`src/rtl/dft_pkg.sv`:
```
// Shared constants, helpers and the result tag type for the DFT butterfly datapath.
package dft_pkg;

  localparam int unsigned DFT_MAX_REQ = 8;

  // Index width for n requesters, never narrower than one bit.
  function automatic int unsigned dft_idx_w(input int unsigned n);
    return (n < 2) ? 1 : $clog2(n);
  endfunction

  localparam int unsigned DFT_TAG_ID_W = dft_idx_w(DFT_MAX_REQ);

  typedef struct packed {
    logic                    valid;
    logic [DFT_TAG_ID_W-1:0] id;
  } dft_tag_t;

endpackage

```
`src/rtl/dft_add.sv`:
```
// Pipelined adder; latency = INPUT_REG + OUTPUT_REG + PIPELINE_STAGES, result wraps modulo 2^DATA_W.
module dft_add #(
  parameter int unsigned DATA_W          = 32,
  parameter string       DATA_SIGNED     = "off",
  parameter string       INPUT_REG       = "off",
  parameter string       OUTPUT_REG      = "on",
  parameter int unsigned PIPELINE_STAGES = 0
) (
  input  logic              clk,
  input  logic              rst,
  input  logic [DATA_W-1:0] data_a,
  input  logic [DATA_W-1:0] data_b,
  output logic [DATA_W-1:0] result
);

  localparam int unsigned DEPTH = ((INPUT_REG == "on") ? 1 : 0)
                                + ((OUTPUT_REG == "on") ? 1 : 0)
                                + PIPELINE_STAGES;

  logic [DATA_W-1:0] w_sum;

  if (DATA_SIGNED == "on") begin : g_signed
    assign w_sum = DATA_W'($signed(data_a) + $signed(data_b));
  end else begin : g_unsigned
    assign w_sum = data_a + data_b;
  end

  // Register placement inside the chain is functionally irrelevant, so all stages sit after the sum.
  if (DEPTH == 0) begin : g_comb
    assign result = w_sum;
  end else begin : g_pipe
    logic [DATA_W-1:0] r_pipe [DEPTH];

    always_ff @(posedge clk) begin
      if (rst) begin
        for (int i = 0; i < int'(DEPTH); i++) r_pipe[i] <= '0;
      end else begin
        r_pipe[0] <= w_sum;
        for (int i = 1; i < int'(DEPTH); i++) r_pipe[i] <= r_pipe[i-1];
      end
    end

    assign result = r_pipe[DEPTH-1];
  end

endmodule

```
`src/rtl/dft_rr_arb.sv`:
```
// Combinational round-robin grant: first requester at or after i_ptr wins, one-hot plus encoded index.
module dft_rr_arb
  import dft_pkg::*;
#(
  parameter  int unsigned NUM_REQ = 4,
  localparam int unsigned IDX_W   = dft_idx_w(NUM_REQ)
) (
  input  logic [NUM_REQ-1:0] i_req,
  input  logic [IDX_W-1:0]   i_ptr,
  input  logic               i_en,
  output logic [NUM_REQ-1:0] o_gnt_c,
  output logic [IDX_W-1:0]   o_idx_c,
  output logic               o_valid_c
);

  function automatic logic [IDX_W-1:0] rot_idx(input logic [IDX_W-1:0] p, input int unsigned k);
    return IDX_W'((32'(p) + k) % NUM_REQ);
  endfunction

  logic             w_found;
  logic [IDX_W-1:0] w_j;

  always_comb begin
    o_gnt_c   = '0;
    o_idx_c   = '0;
    o_valid_c = 1'b0;
    w_found   = 1'b0;
    w_j       = '0;
    for (int unsigned k = 0; k < NUM_REQ; k++) begin
      w_j = rot_idx(i_ptr, k);
      if (i_en && !w_found && i_req[w_j]) begin
        w_found       = 1'b1;
        o_gnt_c[w_j]  = 1'b1;
        o_idx_c       = w_j;
        o_valid_c     = 1'b1;
      end
    end
  end

endmodule

```
`src/rtl/dft_add_arb.sv`:
```
// Time-shares one dft_add between NUM_REQ requesters; a tag pipeline returns each sum with its requester id.
module dft_add_arb
  import dft_pkg::*;
#(
  parameter  int unsigned NUM_REQ     = 4,
  parameter  int unsigned DATA_W      = 32,
  parameter  string       DATA_SIGNED = "off",
  parameter  int unsigned ADD_LAT     = 1,
  localparam int unsigned IDX_W       = dft_idx_w(NUM_REQ)
) (
  input  logic                      clk,
  input  logic                      rst,
  input  logic                      en,
  input  logic [NUM_REQ-1:0]        req_valid,
  input  logic [NUM_REQ*DATA_W-1:0] req_a,
  input  logic [NUM_REQ*DATA_W-1:0] req_b,
  output logic [NUM_REQ-1:0]        req_ready,
  output logic                      res_valid,
  output logic [IDX_W-1:0]          res_id,
  output logic [DATA_W-1:0]         res_data,
  output logic                      busy
);

  localparam int unsigned LAST = ADD_LAT - 1;

  if (NUM_REQ < 2 || NUM_REQ > DFT_MAX_REQ) begin : g_bad_num_req
    $error("dft_add_arb: NUM_REQ out of range");
  end
  if (ADD_LAT < 1) begin : g_bad_lat
    $error("dft_add_arb: ADD_LAT must be at least 1");
  end

  logic [NUM_REQ-1:0] w_gnt;
  logic [IDX_W-1:0]   w_gnt_idx;
  logic               w_xfer;
  logic               w_busy;

  logic [IDX_W-1:0]   r_ptr;
  dft_tag_t           r_tag [ADD_LAT];
  logic [DATA_W-1:0]  r_op_a;
  logic [DATA_W-1:0]  r_op_b;
  logic               r_res_valid;
  logic [IDX_W-1:0]   r_res_id;

  // Reset gates the arbiter so no grant is visible while rst is low.
  dft_rr_arb #(
    .NUM_REQ (NUM_REQ)
  ) u_arb (
    .i_req     (req_valid),
    .i_ptr     (r_ptr),
    .i_en      (en & rst),
    .o_gnt_c   (w_gnt),
    .o_idx_c   (w_gnt_idx),
    .o_valid_c (w_xfer)
  );

  assign req_ready = w_gnt;

  // Pointer and tag pipeline; the extra output register lines the tag up with the operand register.
  always_ff @(posedge clk) begin
    if (!rst) begin
      r_ptr <= '0;
      for (int i = 0; i < int'(ADD_LAT); i++) r_tag[i] <= '0;
      r_res_valid <= 1'b0;
      r_res_id    <= '0;
    end else begin
      if (w_xfer) r_ptr <= IDX_W'((32'(w_gnt_idx) + 1) % NUM_REQ);
      r_tag[0].valid <= w_xfer;
      r_tag[0].id    <= DFT_TAG_ID_W'(w_gnt_idx);
      for (int i = 1; i < int'(ADD_LAT); i++) r_tag[i] <= r_tag[i-1];
      r_res_valid <= r_tag[LAST].valid;
      r_res_id    <= IDX_W'(r_tag[LAST].id);
    end
  end

  // Operand holding register; contents are don't-care between transfers.
  always_ff @(posedge clk) begin
    if (w_xfer) begin
      r_op_a <= req_a[32'(w_gnt_idx)*DATA_W +: DATA_W];
      r_op_b <= req_b[32'(w_gnt_idx)*DATA_W +: DATA_W];
    end
  end

  always_comb begin
    w_busy = 1'b0;
    for (int i = 0; i < int'(ADD_LAT); i++) w_busy = w_busy | r_tag[i].valid;
  end

  assign busy      = w_busy;
  assign res_valid = r_res_valid;
  assign res_id    = r_res_id;

  dft_add #(
    .DATA_W          (DATA_W),
    .DATA_SIGNED     (DATA_SIGNED),
    .INPUT_REG       ("off"),
    .OUTPUT_REG      ("on"),
    .PIPELINE_STAGES (ADD_LAT - 1)
  ) u_add (
    .clk    (clk),
    .rst    (~rst),
    .data_a (r_op_a),
    .data_b (r_op_b),
    .result (res_data)
  );

endmodule
```
`config.mk`:
```
export PLATFORM = sky130hd
export DESIGN_NAME = dft_add_arb
export DESIGN_NICKNAME = d
export VERILOG_FILES = /design/src/rtl/dft_pkg.sv /design/src/rtl/dft_add.sv /design/src/rtl/dft_rr_arb.sv /design/src/rtl/dft_add_arb.sv
export SDC_FILE = /design/constraint.sdc
export NUM_CORES = 1
export LEC_CHECK = 0
export ABC_CLOCK_PERIOD_IN_PS = 4260
export BUFFER_PORTS_ARGS = -buffer_cell sky130_fd_sc_hd__buf_2
export CAP_MARGIN = 20
export CORE_UTILIZATION = 42
export DETAILED_ROUTE_END_ITERATION = 8
export MAX_ROUTING_LAYER = met4
export PLACE_DENSITY = 0.81
export SLEW_MARGIN = 25
export SYNTH_ARGS = -nofsm -noshare
export SYNTH_HDL_FRONTEND = slang
export SYNTH_HIERARCHICAL = 1
export SYNTH_SLANG_ARGS = --single-unit
```
`constraint.sdc`:
```
create_clock -name clk -period 4.26 [get_ports clk]
set_input_delay 0.639 -clock clk [delete_from_list [all_inputs] [get_ports clk]]
set_output_delay 0.639 -clock clk [all_outputs]
set_load 0.01 [all_outputs]
```
# [Word-level counts from Yosys, hierarchy flattened]
# Memories as Yosys holds them, arrays and structs flattened.
# Cells that the tools add are included.
[op_classes] n_addsub=5 n_lt_le_gt_ge=8 n_shift=2 muxes=34 bitwise=4 n_reduce_logical=16
[ops] operator="$shiftx A128 B8 Y32" n=2
[ops] operator="$add A32 B32 Y32" n=1
[ops] operator="$mux W32" n=1
[ops] operator="$reduce_or A32 Y1" n=1
[ops] operator="$mux W4" n=4
[ops] operator="$mux W1" n=15
[ops] operator="$lt A2 B3 Y1 const B" n=4
[ops] operator="$or A4 B4 Y4" n=3
[ops] operator="$logic_and A1 B1 Y1" n=11
[ops] operator="$mux W2" n=5
[ops] operator="$bmux W1 S2" n=4
[ops] operator="$demux W1 S2" n=4
[ops] operator="$ge A2 B1 Y1 const B" n=4
[ops] operator="$add A2 B1 Y2 const B" n=2
[ops] operator="$add A2 B2 Y2 const B" n=2
[ops] operator="$logic_not A1 Y1" n=3
[ops] operator="$mux W3" n=1
[ops] operator="$reduce_or A3 Y1" n=1
[ops] operator="$and A1 B1 Y1" n=1
[word_totals] regBits=69 mem_bits_rw=35 inputBits=263 output_inout_bits=40 n_memories=2
[memory_table] memory="u_add.g_pipe.r_pipe" words=1 width=32 read_ports=1 rd_ports_with_merged_regs=0 wr=1 line="dft_add.sv:32" rtl="logic [DATA_W-1:0] r_pipe [DEPTH];"
[memory_table] memory="r_tag" words=1 width=3 read_ports=1 rd_ports_with_merged_regs=0 wr=2 line="dft_add_arb.sv:39" rtl="dft_tag_t r_tag [ADD_LAT];"

# [Logic depth before layout (Yosys ltp)]
# Gate-level depths: netlist of the first run.
[depth] ltp_word=17 depth_mapped=13 depth_no_buf=9

# [By module]
# The synthesis of the first run kept the hierarchy.
[by_module_without_submodules] module="dft_add_arb" n_inst=1 cells_each=164 area_each_um2=3742.3 seq_area_each_um2=2082.0
[by_module_without_submodules] module="dft_add" n_inst=1 cells_each=349 area_each_um2=2800.2 seq_area_each_um2=640.6
[by_module_without_submodules] module="dft_rr_arb" n_inst=1 cells_each=76 area_each_um2=586.8 seq_area_each_um2=0.0

# [Worst setup path after synthesis of the first run]
# Ideal clock, no wire load.
[synth_timing] kind="reg2reg" from="register r_ptr[0]" to="register r_ptr[1]" setup_time_ns=0.089 arrival_ns=3.264 required_ns=4.171 setup_slack_ns=0.907 stages_incl_launch_ff=12 path_buffers=2 synth_period_minus_slack_ns=3.353 path_cell_list="dfxtp_1 > buf_6 > buf_6 > inv_2 > ha_1 > inv_1 > nand2_1 > a21oi_1 > a21oi_1 > o21a_1 > o21ai_0 > a21oi_1"
[synth_via] word_cells_on_any_way=30 classes_between="4 x add/sub; 16 x mux; 10 x reduce/logical"
[synth_rtl] element="start: declaration" line="dft_add_arb.sv:38" rtl="logic [IDX_W-1:0] r_ptr;"
[synth_rtl] element="start signal: assignment" line="dft_add_arb.sv:67" rtl="if (w_xfer) r_ptr <= IDX_W'((32'(w_gnt_idx) + 1) % NUM_REQ);"
[synth_rtl] element="$bmux W1 S2" line="dft_rr_arb.sv:31" rtl="if (i_en && !w_found && i_req[w_j]) begin"
[synth_rtl] element="$mux W1 (implied by the code)" line="dft_rr_arb.sv:31"
[synth_rtl] element="$logic_and A1 B1 Y1" line="dft_rr_arb.sv:31"
[synth_rtl] element="$mux W1" line="dft_rr_arb.sv:31"
[synth_rtl] element="$logic_not A1 Y1" line="dft_rr_arb.sv:31"
[synth_rtl] element="$logic_and A1 B1 Y1 (2 in series)" line="dft_rr_arb.sv:31"
[synth_rtl] element="$mux W1" line="dft_rr_arb.sv:31"
[synth_rtl] element="$logic_not A1 Y1" line="dft_rr_arb.sv:31"
[synth_rtl] element="$logic_and A1 B1 Y1 (2 in series)" line="dft_rr_arb.sv:31"
[synth_rtl] element="$mux W1" line="dft_rr_arb.sv:31"
[synth_rtl] element="$logic_not A1 Y1" line="dft_rr_arb.sv:31"
[synth_rtl] element="$logic_and A1 B1 Y1 (2 in series)" line="dft_rr_arb.sv:31"
[synth_rtl] element="$mux W1 (*)" line="dft_rr_arb.sv:31"
[synth_rtl] element="net w_xfer" line="dft_add_arb.sv:35" rtl="logic w_xfer;"
# The timed path passes the listed nets; every way through them passes the cells marked *. The select of a mux whose other input is x is not followed.
# A chain may end at the register's enable or synchronous reset.

# [Worst setup path in the final report of the first run]
[layout_timing] from="register r_ptr[1]" to="register r_op_a[9], data pin"
[layout_via] elab_chain_cells=17 word_cells_on_any_way=29 classes_between="3 x add/sub; 1 x shift; 15 x mux; 10 x reduce/logical"
[layout_rtl] element="$bmux W1 S2" line="dft_rr_arb.sv:31"
[layout_rtl] element="$mux W1 (implied by the code)" line="dft_rr_arb.sv:31"
[layout_rtl] element="$logic_and A1 B1 Y1" line="dft_rr_arb.sv:31"
[layout_rtl] element="$mux W1" line="dft_rr_arb.sv:31"
[layout_rtl] element="$logic_not A1 Y1" line="dft_rr_arb.sv:31"
[layout_rtl] element="$logic_and A1 B1 Y1 (2 in series)" line="dft_rr_arb.sv:31"
[layout_rtl] element="$mux W1" line="dft_rr_arb.sv:31"
[layout_rtl] element="$logic_not A1 Y1" line="dft_rr_arb.sv:31"
[layout_rtl] element="$logic_and A1 B1 Y1 (2 in series)" line="dft_rr_arb.sv:31"
[layout_rtl] element="$mux W1" line="dft_rr_arb.sv:31"
[layout_rtl] element="$logic_not A1 Y1" line="dft_rr_arb.sv:31"
[layout_rtl] element="$logic_and A1 B1 Y1 (2 in series)" line="dft_rr_arb.sv:31"
[layout_rtl] element="$mux W2 (*)" line="dft_rr_arb.sv:31"
[layout_rtl] element="net w_gnt_idx[1]" line="dft_add_arb.sv:34" rtl="logic [IDX_W-1:0] w_gnt_idx;"
[layout_rtl] element="$shiftx A128 B8 Y32 (*)" line="dft_add_arb.sv:79" rtl="r_op_a <= req_a[32'(w_gnt_idx)*DATA_W +: DATA_W];"
[layout_rtl] element="end signal: assignment" line="dft_add_arb.sv:79"
[layout_rtl] element="end: declaration" line="dft_add_arb.sv:40" rtl="logic [DATA_W-1:0] r_op_a;"
# Marks and branches as above.

==> flow_summary_export.csv, run 1 <==
group,metric,value,unit
finish,area_growth_syn_to_layout,26.6,%
placement,port_buffers,302,
timing,rsz0062_at_grt,"no",
finish,final_util,54.4,%
drt,dr_total_vias,6350,
global_routing,grtUsageTotal,25.4,%
setup_path,critical_path_required,4.35,ns
synthesis,synth_ff_type,"edfxtp_1",
floorplan,rows,47,
global_routing,antenna_found_initial,3,
floorplan,start_util,43.0,%
timing,max_freq,290,MHz
clock_network,cts_tree,"yes",
setup_path,cp_cell_sequence,"inv_2 > ha_1 > mux4_2 > nand2_1 > and3_1 > a32o_4 > mux4_2",
min_path,holdPathStages,1,
finish,drive_gt1_share,47.2,%
global_routing,grt_pass1_wl,33.1,mm
setup_path,worstPathMaxFanout,66,
min_path,min_path_type,"reg -> reg",
placement,dpl.hpwl,16.7,mm
setup_path,r2r-end,"r_op_a[9]",
synthesis,syn-num-nets,891,
setup_path,critPathMaxStageDelay,0.79,ns
clock_network,clk_pin_slew_worst_paths,0.07,ns
finish,nNetsFinal,1175,
min_path,holdCritStartpoint,"r_tag[0][0]",
synthesis,yosys.area.top_type_share,27.0,%
timing,period_needed,3.45,ns
setup_path,crit_type,"reg -> reg",
clock_network,clk_latency,0.35,ns
floorplan,io_pins,303,
power_and_ir_drop,peakVddDrop,0.187,mV
finish,design_area,9020,sq um
drt,drc,0,
status,status,"complete, no violations",
setup_path,r2r_slack,0.81,ns
setup_path,cp-start-kind,"flip-flop",
setup_path,rr_worst_depth,7,
synthesis,synth_top_cell_by_area,"edfxtp_1",
synthesis,async_flop_share,0,%
global_routing,grt_pass1_vias,6320,
clock_network,clock_path_buffers,2,
synthesis,yosysMostFrequentCell,"mux4_2",
clock_network,cts_setup_buffers,0,
timing,drv_slew,0,
drt,viasPerCell,5.77,
synthesis,ys_warn_count,6,
global_routing,grt-ovfl-total,0,
synthesis,synth-seq-cells,104,
synthesis,yosys.cell_types.count,74,
floorplan,die_w,132,microns
timing,finalSetupTns,0,ns
synthesis,ys_seq_area_share,38.2,%
clock_network,htreeDepth,3,
setup_path,slowest_stage,"a32o_4",
timing,clock_skew,0.00844,ns
synthesis,syn-cell-area,7130,sq um
synthesis,synth.area.top_cells,"edfxtp_1 (27%), mux4_2 (21%), dfxtp_1 (11%)",
min_path,hold_path_end,"res_id[0]",
setup_path,end_kind,"flip-flop",
clock_network,clkSinkCount,104,
timing,hold_violations,0,
synthesis,avgSynthCellArea,12.1,sq um
timing,finalSetupViolCount,0,
synthesis,synth-edff-count,64,
drt,drtAntennaViolNets,0,
setup_path,reg2reg_from,"r_ptr[1]",
floorplan,die-area,17500,sq um
clock_network,cts_resized,0,
global_routing,grt_max_degree,70,
flow_run,maxCapViolCount,0,
drt,drtIter0Drc,486,
setup_path,arrival,3.54,ns
timing,tightest_slew,1.05,ns
clock_network,root_buffer,"clkbuf_16",
placement,placed_area,8750,sq um
drt,post_drt_wl_per_cell,19.1,microns
setup_path,crit_top_cell,"mux4_2",
floorplan,core_region_area,16600,sq um
drt,wl,21.1,mm
power_and_ir_drop,cellLeakagePower,3.75,nW
synthesis,synthCells,589,
clock_network,cts_buffers,9,
synthesis,synthTopCellsByCount,"mux4_2 (65), edfxtp_1 (64), nor2_1 (43), dfxtp_1 (40), ha_1 (38)",
clock_network,hold_buffers,0,
timing,slew_headroom,30.1,%
floorplan,die_y,132,microns
power_and_ir_drop,p_per_area,328,nW/um^2
drt,firstDrtPassIters,7,
placement,gp_congestion,0.920,
timing,whs,0.444,ns
timing,period_share,80.9,%
-- worst max path at each step --
stage | startpoint | to | depth (start not counted)
2_1_floorplan | r_ptr[0] | r_ptr[1] | 11
3_3_place_gp | r_ptr[1] | r_op_b[10] | 7
3_5_place_dp | r_ptr[1] | r_op_a[4] | 7
4_1_cts | r_ptr[1] | r_op_a[4] | 7
5_1_grt | r_ptr[1] | r_op_b[27] | 7
6_report | r_ptr[1] | r_op_a[9] | 7
-- metal layers --
metal	up-vias	share of wire (%)	track usage [%]	wire (microns)
li1	2908	-	-	-
met1	3068	41	30.8	8530
met2	321	50	41.2	10400
met3	53	7.1	5.11	1500
met4	0	2.9	10.8	605
met5	-	0	-	0
-- sequential cells by signal, indices dropped and copies added (netlist names) --
name	flops
r_op_b	32
res_valid	1
r_tag	3
r_ptr	2
res_id	2
u_add/g_pipe.r_pipe	32
r_op_a	32
-- logic make-up (layout without fill, tap and decap cells) --
| group | after synthesis | in the layout | share of synthesized area (%) |
|---|---|---|---|
| other cells | 0 | 3 | 0 |
| mux | 78 | 78 | 22.5 |
| xor+xnor | 15 | 15 | 1.84 |
| simple gates | 171 | 171 | 11.8 |
| fa+ha+maj | 39 | 39 | 6.95 |
| flops | 104 | 104 | 38.2 |
| compound gates | 134 | 134 | 14.5 |
| buf+inv | 48 | 337 | 4.12 |
-- worst max-delay path, delay by kind of cell, from the launching register on --
| family | cells | cell delay, ns |
|---|---|---|
| muxes | 2 | 0.86 |
| buffers and inverters | 1 | 0.14 |
| and+or+nand+nor | 2 | 0.40 |
| AOI/OAI and AO/OA | 1 | 0.79 |
| DFF | 1 | 0.58 |
| adders and majority gates | 1 | 0.38 |
-- report_power, final --
group          switching [mW]  internal (mW)  total, mW
clock                   0.368          0.393      0.761
combinational           0.505          0.463      0.968
sequential             0.0371           1.19       1.23
total                   0.910           2.05       2.96
-- placed cells by master, fill, tap and decap left out, types with 8 or more instances in the layout --
cell,instances
a21o_1,10
a21oi_1,29
and2_1,9
buf_2,302
clkbuf_16,9
dfxtp_1,40
edfxtp_1,64
ha_1,38
inv_1,12
mux4_2,65
nand2_1,35
nand2b_1,8
nand3_1,17
nor2_1,43
nor2b_1,12
nor3_1,23
o21ai_0,21
xnor2_1,12
-- cell type report --
| class | count | area (sq um) |
|---|---|---|
| Clock inverter | 6 | 35.0 |
| Multi-Input combinational cell | 437 | 4140 |
| Sequential cell | 104 | 2720 |
| Fill cell | 1436 | 7560 |
| Inverter | 15 | 56.3 |
| Timing Repair Buffer | 306 | 1550 |
| Tap cell | 220 | 275 |
| Antenna cell | 3 | 7.51 |
| Clock buffer | 10 | 229 |
-- metrics by stage --
stage	setup WS (ns)	power, mW	std cells
floorplan	0.907	1.90	589
global placement	0.929	2.18	1082
detailed placement	0.861	2.20	1082
CTS	0.841	2.97	1098
global route	0.638	3.10	1101
finish	0.812	2.96	1101
(Power assumes the default switching activity.)
==> run 2, diff against run 1 <==
--- a/config.mk
+++ b/config.mk
@@ -5,7 +5,7 @@
 export SDC_FILE = /design/constraint.sdc
 export NUM_CORES = 1
 export LEC_CHECK = 0
-export ABC_CLOCK_PERIOD_IN_PS = 4260
+export ABC_CLOCK_PERIOD_IN_PS = 3300
 export BUFFER_PORTS_ARGS = -buffer_cell sky130_fd_sc_hd__buf_2
 export CAP_MARGIN = 20
 export CORE_UTILIZATION = 42
==> constraint.sdc (replaced) <==
create_clock -name clk -period 3.3 [get_ports clk]
set_input_delay 0.495 -clock clk [delete_from_list [all_inputs] [get_ports clk]]
set_output_delay 0.495 -clock clk [all_outputs]
set_load 0.01 [all_outputs]
==> run 2 against run 1 <==
Net effect: sequential power increased by 28%; register-to-register slack got worse by 0.41 ns; critical path depth decreased by 1; highest routed layer unchanged.
==> flow_summary_export.csv, run 2 (synthesized netlist as in run 1, its figures left out) <==
group,metric,value,unit
clock_network,clk_pin_slew_worst_paths,0.07,ns
timing,period_share,90.2,%
drt,viasPerCell,5.75,
timing,finalSetupTns,0,ns
drt,drtIter0Drc,555,
finish,nNetsFinal,1185,
min_path,min_path_type,"reg -> reg",
finish,area_growth_syn_to_layout,28.5,%
finish,largestRegisters,"r_op_a x32, r_op_b x32, u_add/g_pipe.r_pipe x32",
finish,final_cell_mix,"buf_2 (302), mux4_2 (65), edfxtp_1 (64)",
floorplan,start_util,43.0,%
global_routing,antenna_found_initial,3,
power_and_ir_drop,power,3.89,mW
floorplan,die_y,132,microns
drt,firstDrtPassIters,7,
drt,drtAntennaViolNets,0,
global_routing,grt_max_degree,41,
placement,port_buffers,302,
power_and_ir_drop,cellLeakagePower,3.82,nW
timing,slew_headroom,49.2,%
timing,rsz0062_at_grt,"no",
drt,wl,21.2,mm
timing,clock_skew,0.0125,ns
timing,tightest_slew,0.761,ns
drt,post_drt_wl_per_cell,19.1,microns
clock_network,clkSinkCount,104,
drt,dr_total_vias,6391,
timing,drv_slew,0,
global_routing,grt-ovfl-total,0,
setup_path,crit_end,"req_ready[2]",
floorplan,die_w,132,microns
setup_path,critical_path_required,2.80,ns
clock_network,cts_resized,0,
power_and_ir_drop,peakVddDrop,0.262,mV
global_routing,grt_pass1_vias,6419,
clock_network,hold_buffers,0,
clock_network,clock_path_buffers,2,
setup_path,arrival,2.48,ns
flow_run,maxCapViolCount,0,
setup_path,reg2reg_from,"r_op_a[0]",
global_routing,grtUsageTotal,25.7,%
clock_network,cts_setup_buffers,0,
drt,drc,0,
placement,dpl.hpwl,17.1,mm
floorplan,rows,47,
setup_path,rr_worst_depth,8,
placement,dpl.cell_count,1092,
setup_path,cp-start-kind,"flip-flop",
status,status,"complete, no violations",
clock_network,cts_tree,"yes",
timing,max_freq,336,MHz
timing,finalSetupViolCount,0,
floorplan,core_region_area,16600,sq um
min_path,holdPathStages,1,
timing,period_needed,2.98,ns
power_and_ir_drop,p_per_area,425,nW/um^2
setup_path,crit_path_start,"r_ptr[0]",
placement,gp_congestion,0.955,
clock_network,cts_buffers,9,
finish,drive_gt1_share,47.7,%
clock_network,root_buffer,"clkbuf_16",
finish,mostFrequentLayoutCell,"buf_2",
floorplan,die-area,17500,sq um
setup_path,worstPathMaxFanout,20,
setup_path,r2r_slack,0.40,ns
finish,stdcell_count,1111,
floorplan,io_pins,303,
setup_path,crit_type,"reg -> out",
global_routing,grt_pass1_wl,33.5,mm
clock_network,clk_latency,0.36,ns
setup_path,end_kind,"output pin",
timing,hold_violations,0,
setup_path,r2r-end,"u_add/g_pipe.r_pipe[0][24]",
clock_network,htreeDepth,3,
==> run 2: cell count changes in the layout (fill, tap and decap cells not counted) <==
cell        before  now
inv_8            0    1
clkinvlp_4       1    0
clkinv_2         2    0
buf_4            3    9
inv_6            1    4
buf_12           1    5
clkinvlp_2       1    0
==> run 2: area by class of cell <==
class / count / area, sq um
sequential: 104 / 2720
fill: 1376 / 7420
tap: 220 / 275
clock inverter: 6 / 50.0
antenna: 3 / 7.51
timing repair buffer: 316 / 1680
multi-input combinational: 437 / 4140
inverter: 15 / 56.3
clock buffer: 10 / 229
==> run 2: metal layers <==
layer | vias to the layer above | track usage (%) | share of wire (%)
met1 | 3034 | 32.7 | 41
met2 | 365 | 40.5 | 48
met5 | - | - | 0
met3 | 53 | 4.00 | 7.3
li1 | 2939 | - | -
met4 | 0 | 11.9 | 3.5
==> run 2: worst min path at each step <==
stage                            from        end  slack [ns]
after floorplan           r_tag[0][0]  res_id[0]        0.41
final                     r_tag[0][1]  res_id[1]        0.43
after detailed placement  r_tag[0][1]  res_id[1]        0.42
after global placement    r_tag[0][1]  res_id[1]        0.42
after CTS                 r_tag[0][1]  res_id[1]        0.44
after global routing      r_tag[0][1]  res_id[1]        0.46
==> run 2: worst max-delay path: stages, from the launching register on <==
cell       delay (ns)
dfxtp_1          0.34
buf_4            0.26
mux4_2           0.54
buf_4            0.18
a2111oi_4        0.42
a221o_1          0.24
buf_2            0.14
==> run 2: report_power, final <==
| part | total (mW) | internal, mW | switching (mW) | leakage, nW |
|---|---|---|---|---|
| clock network | 1.04 | 0.526 | 0.512 | 0.138 |
| registers | 1.58 | 1.53 | 0.0452 | 0.930 |
| logic | 1.28 | 0.620 | 0.656 | 2.75 |
==> run 2: stage by stage <==
step | hold WS, ns | util (%) | cell area (sq um) | worst slack (ns)
after floorplan | 0.412 | - | 7130 | 0.314
after global placement | 0.416 | 53.5 | 8880 | 0.471
after detailed placement | 0.420 | 53.5 | 8880 | 0.420
after CTS | 0.437 | 55.2 | 9160 | 0.331
after global routing | 0.461 | 55.3 | 9160 | 0.219
final | 0.434 | 55.3 | 9160 | 0.323
==> run 3, diff against run 2 <==
--- a/config.mk
+++ b/config.mk
@@ -8,10 +8,10 @@
 export ABC_CLOCK_PERIOD_IN_PS = 3300
 export BUFFER_PORTS_ARGS = -buffer_cell sky130_fd_sc_hd__buf_2
 export CAP_MARGIN = 20
-export CORE_UTILIZATION = 42
+export CORE_UTILIZATION = 49
 export DETAILED_ROUTE_END_ITERATION = 8
 export MAX_ROUTING_LAYER = met4
-export PLACE_DENSITY = 0.81
+export PLACE_DENSITY = 0.91
 export SLEW_MARGIN = 25
 export SYNTH_ARGS = -nofsm -noshare
 export SYNTH_HDL_FRONTEND = slang
==> run 3 against run 2 <==
Net effect: global-route usage rose by 4.9 points; largest power group unchanged; critical endpoint is now req_ready[3]; first-iteration DRC count is 7.6% higher; cell count is 3.5% lower.
==> flow_summary_export.csv, run 3 (synthesized netlist as in run 1, its figures left out) <==
group,metric,value,unit
finish,area_growth_syn_to_layout,27.7,%
floorplan,core_region_area,14000,sq um
power_and_ir_drop,p_per_area,442,nW/um^2
drt,wl_met1,8.45,mm
timing,period_needed,3.08,ns
timing,clock_skew,0.00869,ns
placement,gp_congestion,0.931,
setup_path,r2r_slack,0.33,ns
timing,finalSetupViolCount,0,
setup_path,slowest_stage,"mux4_2",
global_routing,grtUsageTotal,30.6,%
min_path,holdPathStages,1,
drt,wl,22.0,mm
setup_path,crit_type,"reg -> out",
setup_path,critical_path_required,2.80,ns
finish,nNetsFinal,1181,
timing,setup_slack,0.224,ns
timing,period_share,93.2,%
drt,viasPerCell,5.97,
drt,dr_total_vias,6401,
setup_path,critical_path.top_delay_family,"compound AO/OA/AOI/OAI gates",
setup_path,crit_cells,5,
placement,dpl.hpwl,17.8,mm
clock_network,clk_pin_slew_worst_paths,0.07,ns
setup_path,arrival,2.58,ns
finish,largestRegisters,"r_op_a x32, r_op_b x32, u_add/g_pipe.r_pipe x32",
finish,fillers,1068,
clock_network,cts_resized,0,
setup_path,cp-start-kind,"flip-flop",
floorplan,io_pins,303,
setup_path,rr_worst_depth,6,
setup_path,cp_cell_sequence,"buf_4 > mux4_2 > a2111oi_4 > a221o_1 > buf_2",
global_routing,grt_max_degree,49,
clock_network,clk_latency,0.36,ns
global_routing,grt-ovfl-total,0,
setup_path,r2r-end,"r_op_b[8]",
finish,regArea,2720,sq um
timing,hold_violations,0,
clock_network,clock_path_buffers,2,
setup_path,critPathMaxStageDelay,0.66,ns
status,status,"complete, no violations",
clock_network,cts_tree,"yes",
finish,mostFrequentLayoutCell,"buf_2",
global_routing,grt_pass1_vias,6128,
setup_path,reg2reg_from,"r_ptr[0]",
drt,drtAntennaViolNets,0,
clock_network,cts_setup_buffers,0,
placement,port_buffers,302,
clock_network,cts_buffers,9,
timing,slew_headroom,40.0,%
global_routing,grt_pass1_wl,32.6,mm
finish,multiInputGateArea,4140,sq um
clock_network,clkSinkCount,104,
min_path,min_path_type,"reg -> reg",
timing,tightest_slew,0.899,ns
drt,firstDrtPassIters,5,
clock_network,htreeDepth,3,
setup_path,crit_end,"req_ready[3]",
power_and_ir_drop,cellLeakagePower,3.81,nW
setup_path,crit_path_start,"r_ptr[0]",
floorplan,die_y,123,microns
finish,drive_gt1_share,47.6,%
floorplan,start_util,50.8,%
floorplan,die_w,123,microns
drt,post_drt_wl_per_cell,20.5,microns
floorplan,rows,43,
drt,wl_met2,10.9,mm
clock_network,root_buffer,"clkbuf_16",
clock_network,hold_buffers,0,
finish,final_cell_mix,"buf_2 (302), mux4_2 (65), edfxtp_1 (64)",
setup_path,worstPathMaxFanout,20,
drt,maxUsedRoutingLayer,"met4",
drt,met3RoutedLength,1.95,mm
floorplan,die-area,15000,sq um
timing,finalSetupTns,0,ns
power_and_ir_drop,peakVddDrop,0.310,mV
setup_path,end_kind,"output pin",
placement,pre_cts_slack,0.378,ns
global_routing,antenna_found_initial,8,
timing,max_freq,325,MHz
setup_path,crit_buf_inv,2,
timing,drv_slew,0,
drt,drtIter0Drc,597,
timing,rsz0062_at_grt,"no",
drt,drc,0,
flow_run,maxCapViolCount,0,
## run 3: layer usage
layer | GRT usage, % | vias up
met5 | - | -
met4 | 12.4 | 0
met3 | 7.48 | 53
met2 | 47.5 | 335
met1 | 38.6 | 3078
li1 | - | 2935
## run 3: where the power goes
| group | switching, mW | internal (mW) |
|---|---|---|
| clock network | 0.501 | 0.667 |
| logic | 0.664 | 0.610 |
| registers | 0.0445 | 1.53 |
| total | 1.21 | 2.81 |
## run 3: worst min path at each step
stage                     slack, ns         from   endpoint
after global placement         0.42  r_tag[0][1]  res_id[1]
after floorplan                0.41  r_tag[0][0]  res_id[0]
after CTS                      0.45  r_tag[0][1]  res_id[1]
final                          0.45  r_tag[0][1]  res_id[1]
after detailed placement       0.42  r_tag[0][0]  res_id[0]
after global routing           0.47  r_tag[0][1]  res_id[1]
## run 3: cell type report
cell class                      instances  share of cell area, %
Sequential cell                       104                   29.9
Inverter                               15                  0.618
Multi-Input combinational cell        437                   45.4
Clock buffer                            9                   2.47
Antenna cell                            8                  0.220
Clock inverter                          7                   1.04
Tap cell                              180                   2.47
Timing Repair Buffer                  312                   17.8
## run 3: stage by stage
step	hold WS (ns)	area, sq um	power, mW	instances	utilization, %
after floorplan	0.412	7130	2.45	589	-
after global placement	0.425	8760	2.82	1048	62.4
after detailed placement	0.422	8760	2.86	1048	62.4
after CTS	0.446	9080	4.02	1064	64.7
after global routing	0.467	9100	4.19	1072	64.8
final	0.446	9100	4.02	1072	64.8
